===== src/rtl/seq_detector_param_if.sv =====
// Symbol/pattern bus of the parametrised sequence detector.
// The master side drives symbols and pattern loads; the slave (the detector)
// returns the match pulse, the saturating match count and its saturation flag.
interface seq_detector_param_if #(
    parameter int SYM_W   = 2,
    parameter int PAT_LEN = 4,
    parameter int CNT_W   = 8
);
    logic                     in_valid;
    logic [SYM_W-1:0]         sym_in;
    logic                     overlap;
    logic                     pat_load;
    logic [SYM_W*PAT_LEN-1:0] pat_in;
    logic                     z;
    logic [CNT_W-1:0]         match_cnt;
    logic                     cnt_sat;

    modport master (
        output in_valid, sym_in, overlap, pat_load, pat_in,
        input  z, match_cnt, cnt_sat
    );

    modport slave (
        input  in_valid, sym_in, overlap, pat_load, pat_in,
        output z, match_cnt, cnt_sat
    );
endinterface


===== src/rtl/seq_detector_param.sv =====
// Parametrised multi-bit-per-cycle sequence detector.
// Keeps the last PAT_LEN accepted symbols, compares them (including the symbol
// arriving this cycle) against a runtime-loadable pattern, and raises a
// registered one-cycle pulse on a match. Overlapping or non-overlapping
// detection is selected per cycle; matches are counted with saturation.
module seq_detector_param #(
    parameter int                         SYM_W   = 2,
    parameter int                         PAT_LEN = 4,
    parameter int                         CNT_W   = 8,
    parameter logic [SYM_W*PAT_LEN-1:0]   RST_PAT = 8'hB4
) (
    input  logic                  clk,
    input  logic                  clr,
    seq_detector_param_if.slave   bus
);
    localparam int PW     = SYM_W * PAT_LEN;
    localparam int FILL_W = $clog2(PAT_LEN + 1);

    localparam logic [FILL_W-1:0] FILL_FULL = FILL_W'(PAT_LEN);
    localparam logic [FILL_W-1:0] FILL_ZERO = {FILL_W{1'b0}};
    localparam logic [FILL_W-1:0] FILL_ONE  = FILL_W'(1);
    localparam logic [CNT_W-1:0]  CNT_ONES  = {CNT_W{1'b1}};
    localparam logic [CNT_W-1:0]  CNT_ZERO  = {CNT_W{1'b0}};
    localparam logic [CNT_W-1:0]  CNT_ONE   = CNT_W'(1);

    logic [PW-1:0]     pattern_r;
    logic [PW-1:0]     hist_r;
    logic [FILL_W-1:0] fill_r;
    logic              z_r;
    logic [CNT_W-1:0]  match_cnt_r;
    logic              cnt_sat_r;

    logic              accept_s;
    logic [PW-1:0]     cand_s;
    logic [FILL_W-1:0] fill_inc_s;
    logic              match_s;
    logic [CNT_W-1:0]  cnt_inc_s;

    logic [PW-1:0]     pattern_nxt_s;
    logic [PW-1:0]     hist_nxt_s;
    logic [FILL_W-1:0] fill_nxt_s;
    logic              z_nxt_s;
    logic [CNT_W-1:0]  match_cnt_nxt_s;
    logic              cnt_sat_nxt_s;

    // Match evaluation: a load in the same cycle discards the symbol entirely.
    always_comb begin
        accept_s   = bus.in_valid & ~bus.pat_load;
        cand_s     = {hist_r[PW-SYM_W-1:0], bus.sym_in};
        fill_inc_s = fill_r;
        if (!accept_s) begin
            fill_inc_s = fill_r;
        end else if (fill_r == FILL_FULL) begin
            fill_inc_s = FILL_FULL;
        end else begin
            fill_inc_s = fill_r + FILL_ONE;
        end
        match_s   = accept_s && (fill_inc_s == FILL_FULL) && (cand_s == pattern_r);
        cnt_inc_s = match_cnt_r;
        if (match_s && (match_cnt_r != CNT_ONES)) begin
            cnt_inc_s = match_cnt_r + CNT_ONE;
        end else begin
            cnt_inc_s = match_cnt_r;
        end
    end

    // Next-state selection: load flushes, accepted symbols shift, idles hold.
    always_comb begin
        pattern_nxt_s   = pattern_r;
        hist_nxt_s      = hist_r;
        fill_nxt_s      = fill_r;
        z_nxt_s         = 1'b0;
        match_cnt_nxt_s = match_cnt_r;
        cnt_sat_nxt_s   = cnt_sat_r;
        if (bus.pat_load) begin
            pattern_nxt_s   = bus.pat_in;
            fill_nxt_s      = FILL_ZERO;
            match_cnt_nxt_s = CNT_ZERO;
            cnt_sat_nxt_s   = 1'b0;
        end else if (accept_s) begin
            hist_nxt_s      = cand_s;
            // Non-overlapping mode demands PAT_LEN fresh symbols after a hit.
            fill_nxt_s      = (match_s && !bus.overlap) ? FILL_ZERO : fill_inc_s;
            z_nxt_s         = match_s;
            match_cnt_nxt_s = cnt_inc_s;
            cnt_sat_nxt_s   = (cnt_inc_s == CNT_ONES);
        end else begin
            z_nxt_s = 1'b0;
        end
    end

    // State and output registers with immediate clear.
    always_ff @(posedge clk or posedge clr) begin
        if (clr) begin
            pattern_r   <= RST_PAT;
            hist_r      <= {PW{1'b0}};
            fill_r      <= FILL_ZERO;
            z_r         <= 1'b0;
            match_cnt_r <= CNT_ZERO;
            cnt_sat_r   <= 1'b0;
        end else begin
            pattern_r   <= pattern_nxt_s;
            hist_r      <= hist_nxt_s;
            fill_r      <= fill_nxt_s;
            z_r         <= z_nxt_s;
            match_cnt_r <= match_cnt_nxt_s;
            cnt_sat_r   <= cnt_sat_nxt_s;
        end
    end

    assign bus.z         = z_r;
    assign bus.match_cnt = match_cnt_r;
    assign bus.cnt_sat   = cnt_sat_r;
endmodule


===== src/flat_wrapper.sv =====
// flat-port wrapper written by rule: the top's interface ports become plain ports
module seq_detector_param_flat 
#(
    parameter int                         SYM_W   = 2,
    parameter int                         PAT_LEN = 4,
    parameter int                         CNT_W   = 8,
    parameter logic [SYM_W*PAT_LEN-1:0]   RST_PAT = 8'hB4
)
  (clk, clr, bus_in_valid, bus_sym_in, bus_overlap, bus_pat_load, bus_pat_in, bus_z, bus_match_cnt, bus_cnt_sat);
  seq_detector_param_if #(.SYM_W(SYM_W), .PAT_LEN(PAT_LEN), .CNT_W(CNT_W)) bus_i ();
  input  logic clk;
  input  logic clr;
  input wire logic [$bits(bus_i.in_valid)-1:0] bus_in_valid;
  input wire logic [$bits(bus_i.sym_in)-1:0] bus_sym_in;
  input wire logic [$bits(bus_i.overlap)-1:0] bus_overlap;
  input wire logic [$bits(bus_i.pat_load)-1:0] bus_pat_load;
  input wire logic [$bits(bus_i.pat_in)-1:0] bus_pat_in;
  output wire logic [$bits(bus_i.z)-1:0] bus_z;
  output wire logic [$bits(bus_i.match_cnt)-1:0] bus_match_cnt;
  output wire logic [$bits(bus_i.cnt_sat)-1:0] bus_cnt_sat;
  assign bus_i.in_valid = bus_in_valid;
  assign bus_i.sym_in = bus_sym_in;
  assign bus_i.overlap = bus_overlap;
  assign bus_i.pat_load = bus_pat_load;
  assign bus_i.pat_in = bus_pat_in;
  assign bus_z = bus_i.z;
  assign bus_match_cnt = bus_i.match_cnt;
  assign bus_cnt_sat = bus_i.cnt_sat;
  seq_detector_param #(.SYM_W(SYM_W), .PAT_LEN(PAT_LEN), .CNT_W(CNT_W), .RST_PAT(RST_PAT)) u_core (.clk(clk), .clr(clr), .bus(bus_i));
endmodule

===== config.mk =====
export PLATFORM = sky130hd
export DESIGN_NAME = seq_detector_param_flat
export DESIGN_NICKNAME = d
export VERILOG_FILES = /design/src/rtl/seq_detector_param_if.sv /design/src/rtl/seq_detector_param.sv /design/src/flat_wrapper.sv
export SDC_FILE = /design/constraint.sdc
export NUM_CORES = 1
export LEC_CHECK = 0
export CORE_ASPECT_RATIO = 1.1
export CORE_MARGIN = 1.5
export CORE_UTILIZATION = 50
export DETAILED_ROUTE_END_ITERATION = 8
export GPL_TIMING_DRIVEN = 0
export PLACE_DENSITY = 0.87
export SYNTH_ARGS = -nofsm -noshare
export SYNTH_HDL_FRONTEND = slang
export SYNTH_SLANG_ARGS = --single-unit

===== constraint.sdc =====
create_clock -name clk -period 3.5 [get_ports clk]
set_input_delay 0.7 -clock clk [delete_from_list [all_inputs] [get_ports clk]]
set_output_delay 0.7 -clock clk [all_outputs]
set_load 0.05 [all_outputs]

==> impl_results.md, run 1 <==
- First-pass GRT wire length: 4726 um
- Post-synth EDFFs: 0
- Grt total ovfl: 0
- Top Ports: 25
- Data arrival, critical path: 2.91 ns
- Largest net degree at the start of global routing: 28
- Initial antenna violation count: 0
- Post-route antenna net violation count: 0
- Slew @ Worst Pin: 1.000 ns
- Via Count: 1,124
- Max Root-Sink Buffers: 2
- Placed inst area: 1702 um^2
- Wire per inst: 13.99 um
- Post-Synthesis Cells: 133
- IO Port Bufs: 23
- Relative slew slack: 33.23%
- Non-Filler Instances: 193
- Detailed Place HPWL: 2008 um
- Final hold violations: 0
- Max Cap Violations: 0
- Vias in the first global route: 1,153
- Die Ht: 59.09 um
- CTS HTree Levels: 1
- Setup Buffers After CTS: 0
- Slew Viols, Final: 0
- Seq cells post-synth: 27
- Leak pwr: 0.7020 nW
- Syn nets: 151
- Final core utilization: 62.77%
- PostCTS Resize Cnt: 0
- Clock net sink count: 27
- Worst path required time: 3.74 ns
- Avg Inst Size Synth: 10.75 um^2
- Num CTS Buffers: 3
- Critical path class: flop to flop
- Startpoint class of the critical path: flop
- Nets@finish: 179
- Initial core utilization: 51.95%
- Tmin final: 2.665 ns
- R2R depth: 9
- Async set-or-reset flop fraction in the synthesized netlist: 100.0%
- RSZ-0062 raised after global routing: false
- Max VDD drop: 0.2107 mV
- Routed wire length: 2701 um
- Crit path capture type: flop
- Share of layout cells above drive strength 1: 18.13%
- Hold buffer count at cts: 0
- Clock latency on the worst-skew pair: 0.33 ns
- Library cells used by synthesis: 35
- Die Area: 3190 um^2
- Filler cell count: 253
- PwrDens: 341.5 nW/um^2
- Hold crit path type: flop to flop
- TritonRoute pass-1 iters: 4
- Top_reg_cell synth: dfrtp_1
- Sequential element share of the synthesized area: 47.59%
- Total power: 0.5902 mW
- TNS Setup: 0 ns
- Outcome: complete, no violations
- Die Wd: 53.99 um
- Vias/cell: 5.824
- Core area: 2753 um^2
- Initial DRC count: 32
- YS warnings: 0
- Worst-path clk slew: 0.15 ns
- Synthesized area: 1430 um^2
- Placed cells: 189
- Gr usage total: 20.35%
- CTS root buf: clkbuf_4
- Gpl congestion: 0.8326
- CTS tree: built
- Area Overhead vs Synth: 20.82%
- Cell Rows: 20
- Fin area: 1728 um^2
- Ant diodes: 0
- Final Cycle Share: 76.14%
- Hold path depth: 2
- Final setup viols: 0
- Post-Route Skew: 0.01133 ns
- Max FO, Critical Path: 9
- DRC errors left: 0
- Max Fclk: 375.3 MHz
[flip-flops by register name, indices dropped and copies added, names as in the netlist]
signal,cells
u_core.bus.z,1
u_core.bus.match_cnt,8
u_core.pattern_r,8
u_core.hist_r,6
u_core.bus.cnt_sat,1
u_core.fill_r,3
[final timing paths]
check	from	end	slack (ns)
max in group asynchronous	clr	u_core.pattern_r[3]	2.00
worst max-delay path	u_core.fill_r[0]	u_core.bus.cnt_sat	0.84
worst min register to register	u_core.bus.cnt_sat	u_core.bus.cnt_sat	0.49
worst max register to register	u_core.fill_r[0]	u_core.bus.cnt_sat	0.84
worst min-delay path	u_core.bus.cnt_sat	u_core.bus.cnt_sat	0.49
min in group asynchronous	clr	u_core.bus.match_cnt[5]	0.89
[layer usage]
layer	vias up	share of wire, %	track usage, %
met5	-	0	0
met4	0	4.0	11.79
met3	15	4.3	3.283
met2	43	51	35.19
met1	540	41	23.22
li1	526	-	-
[power by group]
part | switching [mW] | total (mW) | internal (mW) | leakage, nW
sequential | 0.0219 | 0.365 | 0.343 | 0.340
clock | 0.0917 | 0.136 | 0.0448 | 0.0150
combinational | 0.0343 | 0.0887 | 0.0544 | 0.347
total | 0.148 | 0.590 | 0.442 | 0.702
[synth_stat cells, drive strengths merged, types with 3 or more instances]
cell type | count | area, um^2
o21ai | 4 | 23.77
dfrtp | 23 | 575.6
nand2 | 10 | 37.54
mux2 | 14 | 157.7
dfstp | 4 | 105.1
nand3 | 9 | 45.04
inv | 6 | 22.52
ha | 3 | 37.54
nor2 | 13 | 48.80
nand2b | 3 | 18.77
nor3 | 3 | 15.01
xnor2 | 8 | 70.07
xor2 | 5 | 43.79
a21oi | 5 | 25.02
[critical path, stage by stage (launching register included)]
cell	delay [ns]
dfrtp_1	0.43
inv_1	0.08
ha_1	0.30
nand2b_1	0.14
a2111o_1	0.40
or4_1	0.52
buf_6	0.17
or3_4	0.39
o221ai_2	0.07
o21ai_2	0.07
[placed cells by master, fill, tap and decap left out, types with 2 or more instances in the layout]
cell type / instances
a21oi_1: 5
clkbuf_4: 3
dfrtp_1: 23
xnor2_1: 8
o21ai_0: 3
ha_1: 3
clkdlybuf4s50_1: 23
nor2_1: 13
a31oi_1: 2
mux2_2: 14
nor3_1: 3
dfstp_2: 4
nand3_1: 9
xor2_1: 5
inv_1: 6
a211oi_1: 2
nand2b_1: 3
clkbuf_1: 3
nand2_1: 10
[stage by stage]
| stage | hold WS, ns | setup WS, ns |
|---|---|---|
| 2_1_floorplan | 0.4933 | 0.9541 |
| 3_3_place_gp | 0.4655 | 0.7098 |
| 3_5_place_dp | 0.4664 | 0.7022 |
| 4_1_cts | 0.4994 | 0.8274 |
| 5_1_grt | 0.5402 | 0.6638 |
| 6_report | 0.4934 | 0.8353 |
[cells by family (layout without fill, tap and decap cells)]
kind of cell / count (synthesis) / count (layout) / share of synthesized area [%]
xor+xnor: 13 / 13 / 7.962
mux: 14 / 14 / 11.02
flops: 27 / 27 / 47.59
compound gates: 21 / 21 / 11.29
simple gates: 44 / 44 / 15.14
buf+inv: 11 / 38 / 4.374
fa+ha+maj: 3 / 3 / 2.625
[final cells by class]
| class | count | area (um^2) | share of cell area, % |
|---|---|---|---|
| Clock buffer | 4 | 26.28 | 1.521 |
| Sequential cell | 27 | 680.7 | 39.39 |
| Tap cell | 33 | 41.29 | 2.390 |
| Inverter | 7 | 38.79 | 2.245 |
| Multi-Input combinational cell | 95 | 686.9 | 39.75 |
| Timing Repair Buffer | 23 | 230.2 | 13.32 |
| Buffer | 4 | 23.77 | 1.376 |
Note: power is estimated with default switching activity, not from simulation.
==> run 2: changes to the inputs <==
Clock period 3.5 ns to 2.75 ns, I/O delays scaled along.
==> run 2 against run 1 <==
Clock skew up 0.0011 ns. Critical path type unchanged. Power grew 27%. Maximum frequency increased by 2.7%.
==> impl_results.md, run 2 (synthesis results as in run 1) <==
- Outcome: complete, no violations (unchanged)
- Area Overhead vs Synth: 22.05% (was 20.82%)
- Wire per inst: 14.34 um (was 13.99 um)
- CTS tree: built (unchanged)
- RR Startpoint: u_core.fill_r[0] (unchanged)
- Vias/cell: 5.758 (was 5.824)
- Hold crit path type: flop to flop (unchanged)
- Relative slew slack: 34.30% (was 33.23%)
- Tmin final: 2.595 ns (was 2.665 ns)
- Core area: 2753 um^2 (unchanged)
- Cell Rows: 20 (unchanged)
- Critical path class: flop to flop (unchanged)
- Slew @ Worst Pin: 0.9844 ns (was 1.000 ns)
- Num CTS Buffers: 3 (unchanged)
- Crit path capture type: flop (unchanged)
- Grt total ovfl: 0 (unchanged)
- Largest net degree at the start of global routing: 28 (unchanged)
- TritonRoute pass-1 iters: 4 (unchanged)
- Most frequent cells in the layout: 23 x clkdlybuf4s50_1, 23 x dfrtp_1, 14 x mux2_2, 13 x nor2_1, 10 x nand2_1 (unchanged)
- Data arrival, critical path: 2.84 ns (was 2.91 ns)
- Clock net sink count: 27 (unchanged)
- RSZ-0062 raised after global routing: false (unchanged)
- IO Port Bufs: 23 (unchanged)
- Max Root-Sink Buffers: 2 (unchanged)
- Share of layout cells above drive strength 1: 19.88% (was 18.13%)
- First-pass GRT wire length: 4726 um (unchanged)
- Die Area: 3190 um^2 (unchanged)
- Gpl congestion: 0.8326 (unchanged)
- Initial antenna violation count: 0 (unchanged)
- Die Ht: 59.09 um (unchanged)
- Critical Path Sink: u_core.bus.cnt_sat (unchanged)
- Die Wd: 53.99 um (unchanged)
- R2R depth: 9 (unchanged)
- Leak pwr: 0.7075 nW (was 0.7020 nW)
- Initial DRC count: 14 (was 32)
- Hold buffer count at cts: 0 (unchanged)
- Worst r2r dst: u_core.bus.cnt_sat (unchanged)
- Max Cap Violations: 0 (unchanged)
- Final hold violations: 0 (unchanged)
- Ant diodes: 0 (unchanged)
- CTS HTree Levels: 1 (unchanged)
- Setup slack after layout: 0.1552 ns (was 0.8353 ns)
- DRC errors left: 0 (unchanged)
- Max Fclk: 385.4 MHz (was 375.3 MHz)
- Final hold slack: 0.4931 ns (was 0.4934 ns)
- Via Count: 1,117 (was 1,124)
- Nets@finish: 180 (was 179)
- Top Ports: 25 (unchanged)
- Initial core utilization: 51.95% (unchanged)
- TNS Setup: 0 ns (unchanged)
- Routed wire length: 2781 um (was 2701 um)
- Filler cell count: 248 (was 253)
- PwrDens: 430.7 nW/um^2 (was 341.5 nW/um^2)
- Gr usage total: 20.35% (unchanged)
- CTS root buf: clkbuf_4 (unchanged)
- Final Cycle Share: 94.36% (was 76.14%)
- Clock latency on the worst-skew pair: 0.33 ns (about the same)
- Slew Viols, Final: 0 (unchanged)
- Worst Setup SP: u_core.fill_r[0] (unchanged)
- Worst-path clk slew: 0.14 ns (was 0.15 ns)
- Post-route antenna net violation count: 0 (unchanged)
- Worst path required time: 2.99 ns (was 3.74 ns)
- Final setup viols: 0 (unchanged)
- Max FO, Critical Path: 9 (unchanged)
- Startpoint class of the critical path: flop (unchanged)
- Detailed Place HPWL: 2008 um (unchanged)
- Post-Route Skew: 0.01246 ns (was 0.01133 ns)
- Max VDD drop: 0.2675 mV (was 0.2107 mV)
- Setup slack, reg-to-reg: 0.16 ns (was 0.84 ns)
- Setup WS pre-CTS: 0.1022 ns (was 0.7022 ns)
- Vias in the first global route: 1,153 (unchanged)
==> run 2: changes by cell type in the layout (fill, tap and decap cells not counted) <==
cell,delta
buf_4,+1
nor3_1,-2
nor3_2,+2
==> run 2: worst min path at each step <==
stage,from,to,slack (ns),cells after the start
floorplan,u_core.fill_r[2],u_core.fill_r[2],0.49,2
global placement,u_core.bus.cnt_sat,u_core.bus.cnt_sat,0.47,2
detailed placement,u_core.bus.cnt_sat,u_core.bus.cnt_sat,0.47,2
CTS,u_core.bus.cnt_sat,u_core.bus.cnt_sat,0.50,2
global route,u_core.bus.cnt_sat,u_core.bus.cnt_sat,0.54,2
finish,u_core.bus.cnt_sat,u_core.bus.cnt_sat,0.49,2
==> run 2: power breakdown <==
part,internal (mW),switching [mW]
Combinational,0.0706,0.0452
Sequential,0.437,0.0271
Clock,0.0570,0.115
Total,0.564,0.187
==> run 2: layer usage <==
layer / share of wire, % / vias up / global-route usage (%)
met4: 4.2 / 0 / 11.79
met5: 0 / - / 0
li1: - / 526 / -
met2: 52 / 44 / 35.19
met1: 40 / 534 / 23.22
met3: 4.3 / 13 / 3.283
==> run 2: repair_timing <==
item	4_1_cts	5_1_grt
setup endpoints to repair	0	3
setup buffers	0	1
endpoints found under the hold margin	0	0
gates resized for setup	0	2
==> run 2: metrics by stage <==
stage / std cells / power (mW) / cell area, um^2 / utilization, %
after floorplan: 133 / 0.5454 / 1430 / -
after global placement: 189 / 0.5785 / 1702 / 61.82
after detailed placement: 189 / 0.5866 / 1702 / 61.82
after CTS: 193 / 0.7624 / 1728 / 62.77
after global routing: 194 / 0.7920 / 1745 / 63.41
final: 194 / 0.7517 / 1745 / 63.41
==> run 2: layout make-up <==
cell class                      count  area [um^2]  area share (%)
Buffer                              4        23.77           1.362
Clock buffer                        4        26.28           1.505
Inverter                            7        38.79           2.222
Multi-Input combinational cell     95        696.9           39.93
Sequential cell                    27        680.7           39.00
Tap cell                           33        41.29           2.366
Timing Repair Buffer               24        237.7           13.62
==> run 2: critical path: stages, from the launching register on <==
cell and delay [ns]:
dfrtp_1 0.38, inv_1 0.06, ha_1 0.29, nand2b_1 0.14, a2111o_1 0.40, or4_1 0.52, buf_6 0.17, or3_4 0.39
o221ai_2 0.07, o21ai_2 0.07
==> run 3: changes to the inputs <==
Settings changed: TNS_END_PERCENT set to 30.
==> run 3 against run 2 <==
Utilization decreased by 0.14 points. Via count increased by 0.45%. Combinational power about the same. Power increased by 0.25%. Count of clock-buffer cells in the layout unchanged. Critical path depth unchanged. Clock power about the same.
==> impl_results.md, run 3 (synthesis results as in run 1) <==
- Outcome: complete, no violations (unchanged)
- Post-route antenna net violation count: 0 (unchanged)
- Share of layout cells above drive strength 1: 20.00% (was 19.88%)
- Detailed Place HPWL: 2008 um (unchanged)
- Relative slew slack: 32.96% (was 34.30%)
- First-pass GRT wire length: 4726 um (unchanged)
- Nets@finish: 179 (was 180)
- Top Ports: 25 (unchanged)
- Die Wd: 53.99 um (unchanged)
- Gr usage total: 20.35% (unchanged)
- Max Root-Sink Buffers: 2 (unchanged)
- Grt total ovfl: 0 (unchanged)
- Max Cap Violations: 0 (unchanged)
- RSZ-0062 raised after global routing: true (was false)
- Startpoint class of the critical path: flop (unchanged)
- Clock net sink count: 27 (unchanged)
- DRC errors left: 0 (unchanged)
- Met2 WL post-DR: 1501 um (was 1445 um)
- CTS HTree Levels: 1 (unchanged)
- Gpl congestion: 0.8326 (unchanged)
- Core area: 2753 um^2 (unchanged)
- Final hold slack: 0.4924 ns (was 0.4931 ns)
- Critical path class: flop to flop (unchanged)
- Num CTS Buffers: 3 (unchanged)
- Switching share of total power: 25.28% (was 24.92%)
- CTS root buf: clkbuf_4 (unchanged)
- Psw: 0.1905 mW (was 0.1874 mW)
- Vias/cell: 5.813 (was 5.758)
- Max Used Layer: met4 (unchanged)
- Total power: 0.7535 mW (was 0.7517 mW)
- Largest net degree at the start of global routing: 28 (unchanged)
- Clock power frac: 22.6% (was 22.9%)
- Crit path capture type: flop (unchanged)
- Clock latency on the worst-skew pair: 0.33 ns (about the same)
- Cell Rows: 20 (unchanged)
- Post-Route Skew: 0.01371 ns (was 0.01246 ns)
- PwrDens: 432.7 nW/um^2 (was 430.7 nW/um^2)
- Routed wire length: 2839 um (was 2781 um)
- Tmin final: 2.691 ns (was 2.595 ns)
- Wire per inst: 14.71 um (was 14.34 um)
- Final hold violations: 0 (unchanged)
- Max Fclk: 371.6 MHz (was 385.4 MHz)
- Ant diodes: 0 (unchanged)
- Die Area: 3190 um^2 (unchanged)
- PostCTS Resize Cnt: 0 (unchanged)
- Via Count: 1,122 (was 1,117)
- Leak pwr: 0.7040 nW (was 0.7075 nW)
- Met3 WL: 116 um (was 120 um)
- Internal power: 0.5631 mW (was 0.5643 mW)
- Combinational share of power: 15.6% (was 15.4%)
- Vias in the first global route: 1,153 (unchanged)
- Max FO, Critical Path: 9 (unchanged)
- Setup slack, reg-to-reg: 0.06 ns (was 0.16 ns)
- Final Cycle Share: 97.86% (was 94.36%)
- Initial antenna violation count: 0 (unchanged)
- Hold buffer count at cts: 0 (unchanged)
- Flop pwr share: 61.7% (about the same)
- CTS tree: built (unchanged)
- Die Ht: 59.09 um (unchanged)
- TritonRoute pass-1 iters: 4 (unchanged)
- Most frequent cells in the layout: 23 x clkdlybuf4s50_1, 23 x dfrtp_1, 14 x mux2_2, 13 x nor2_1, 10 x nand2_1 (unchanged)
- Data arrival, critical path: 2.93 ns (was 2.84 ns)
- Worst path required time: 2.99 ns (about the same)
- Setup Buffers After CTS: 0 (unchanged)
- Initial DRC count: 18 (was 14)
- Initial core utilization: 51.95% (unchanged)
- M1 wire length: 1104 um (was 1099 um)
- Max VDD drop: 0.2670 mV (was 0.2675 mV)
- Final setup viols: 0 (unchanged)
- IO Port Bufs: 23 (unchanged)
- Hold crit path type: flop to flop (unchanged)
- Worst-path clk slew: 0.15 ns (was 0.14 ns)
- Slew @ Worst Pin: 1.004 ns (was 0.9844 ns)
- TNS Setup: 0 ns (unchanged)
- Slew Viols, Final: 0 (unchanged)
- Area Overhead vs Synth: 21.78% (was 22.05%)
-- run 3: changes by cell type in the layout (fill, tap and decap cells not counted) --
cell	previous run	this run
buf_4	1	0
or4_1	1	0
or4_4	0	1
-- run 3: power by group through the flow --
stage                     clock network [mW]  registers [mW]  logic [mW]
after floorplan                            0           0.465      0.0809
after global placement                     0           0.469       0.109
after detailed placement                   0           0.471       0.115
final                                  0.171           0.465       0.118
after global routing                   0.194           0.469       0.131
after CTS                              0.182           0.465       0.116
-- run 3: routing by layer --
layer | vias to the layer above | track usage (%)
met1 | 542 | 23.22
met2 | 41 | 35.19
li1 | 526 | -
met5 | - | 0
met3 | 13 | 3.283
met4 | 0 | 11.79
-- run 3: layout make-up --
cell class,count,area (um^2)
Buffer,4,23.77
Multi-Input combinational cell,95,700.7
Tap cell,33,41.29
Fill cell,246,1011
Inverter,7,38.79
Sequential cell,27,680.7
Timing Repair Buffer,23,230.2
Clock buffer,4,26.28
-- run 3: worst max-delay path, stage by stage (launching register included) --
cell      delay [ns]
dfrtp_1         0.43
inv_1           0.08
ha_1            0.28
nand2b_1        0.16
a2111o_1        0.43
or4_4           0.52
buf_6           0.17
or3_4           0.39
o221ai_2        0.07
o21ai_2         0.07
-- run 3: worst paths after layout --
kind	startpoint	end	depth (start not counted)
max in group asynchronous	clr	u_core.pattern_r[3]	2
setup / recovery	u_core.fill_r[0]	u_core.bus.cnt_sat	9
setup reg to reg	u_core.fill_r[0]	u_core.bus.cnt_sat	9
hold reg to reg	u_core.bus.cnt_sat	u_core.bus.cnt_sat	2
min in group asynchronous	clr	u_core.bus.match_cnt[5]	2
hold / removal	u_core.bus.cnt_sat	u_core.bus.cnt_sat	2
-- run 3: per-stage QoR --
step | utilization (%) | std cells | instance area (um^2) | setup slack [ns]
finish | 63.27 | 193 | 1742 | 0.05892
global route | 63.27 | 193 | 1742 | -0.06014
floorplan | - | 133 | 1430 | 0.2041
global placement | 61.82 | 189 | 1702 | 0.1098
detailed placement | 61.82 | 189 | 1702 | 0.1022
CTS | 62.77 | 193 | 1728 | 0.07742
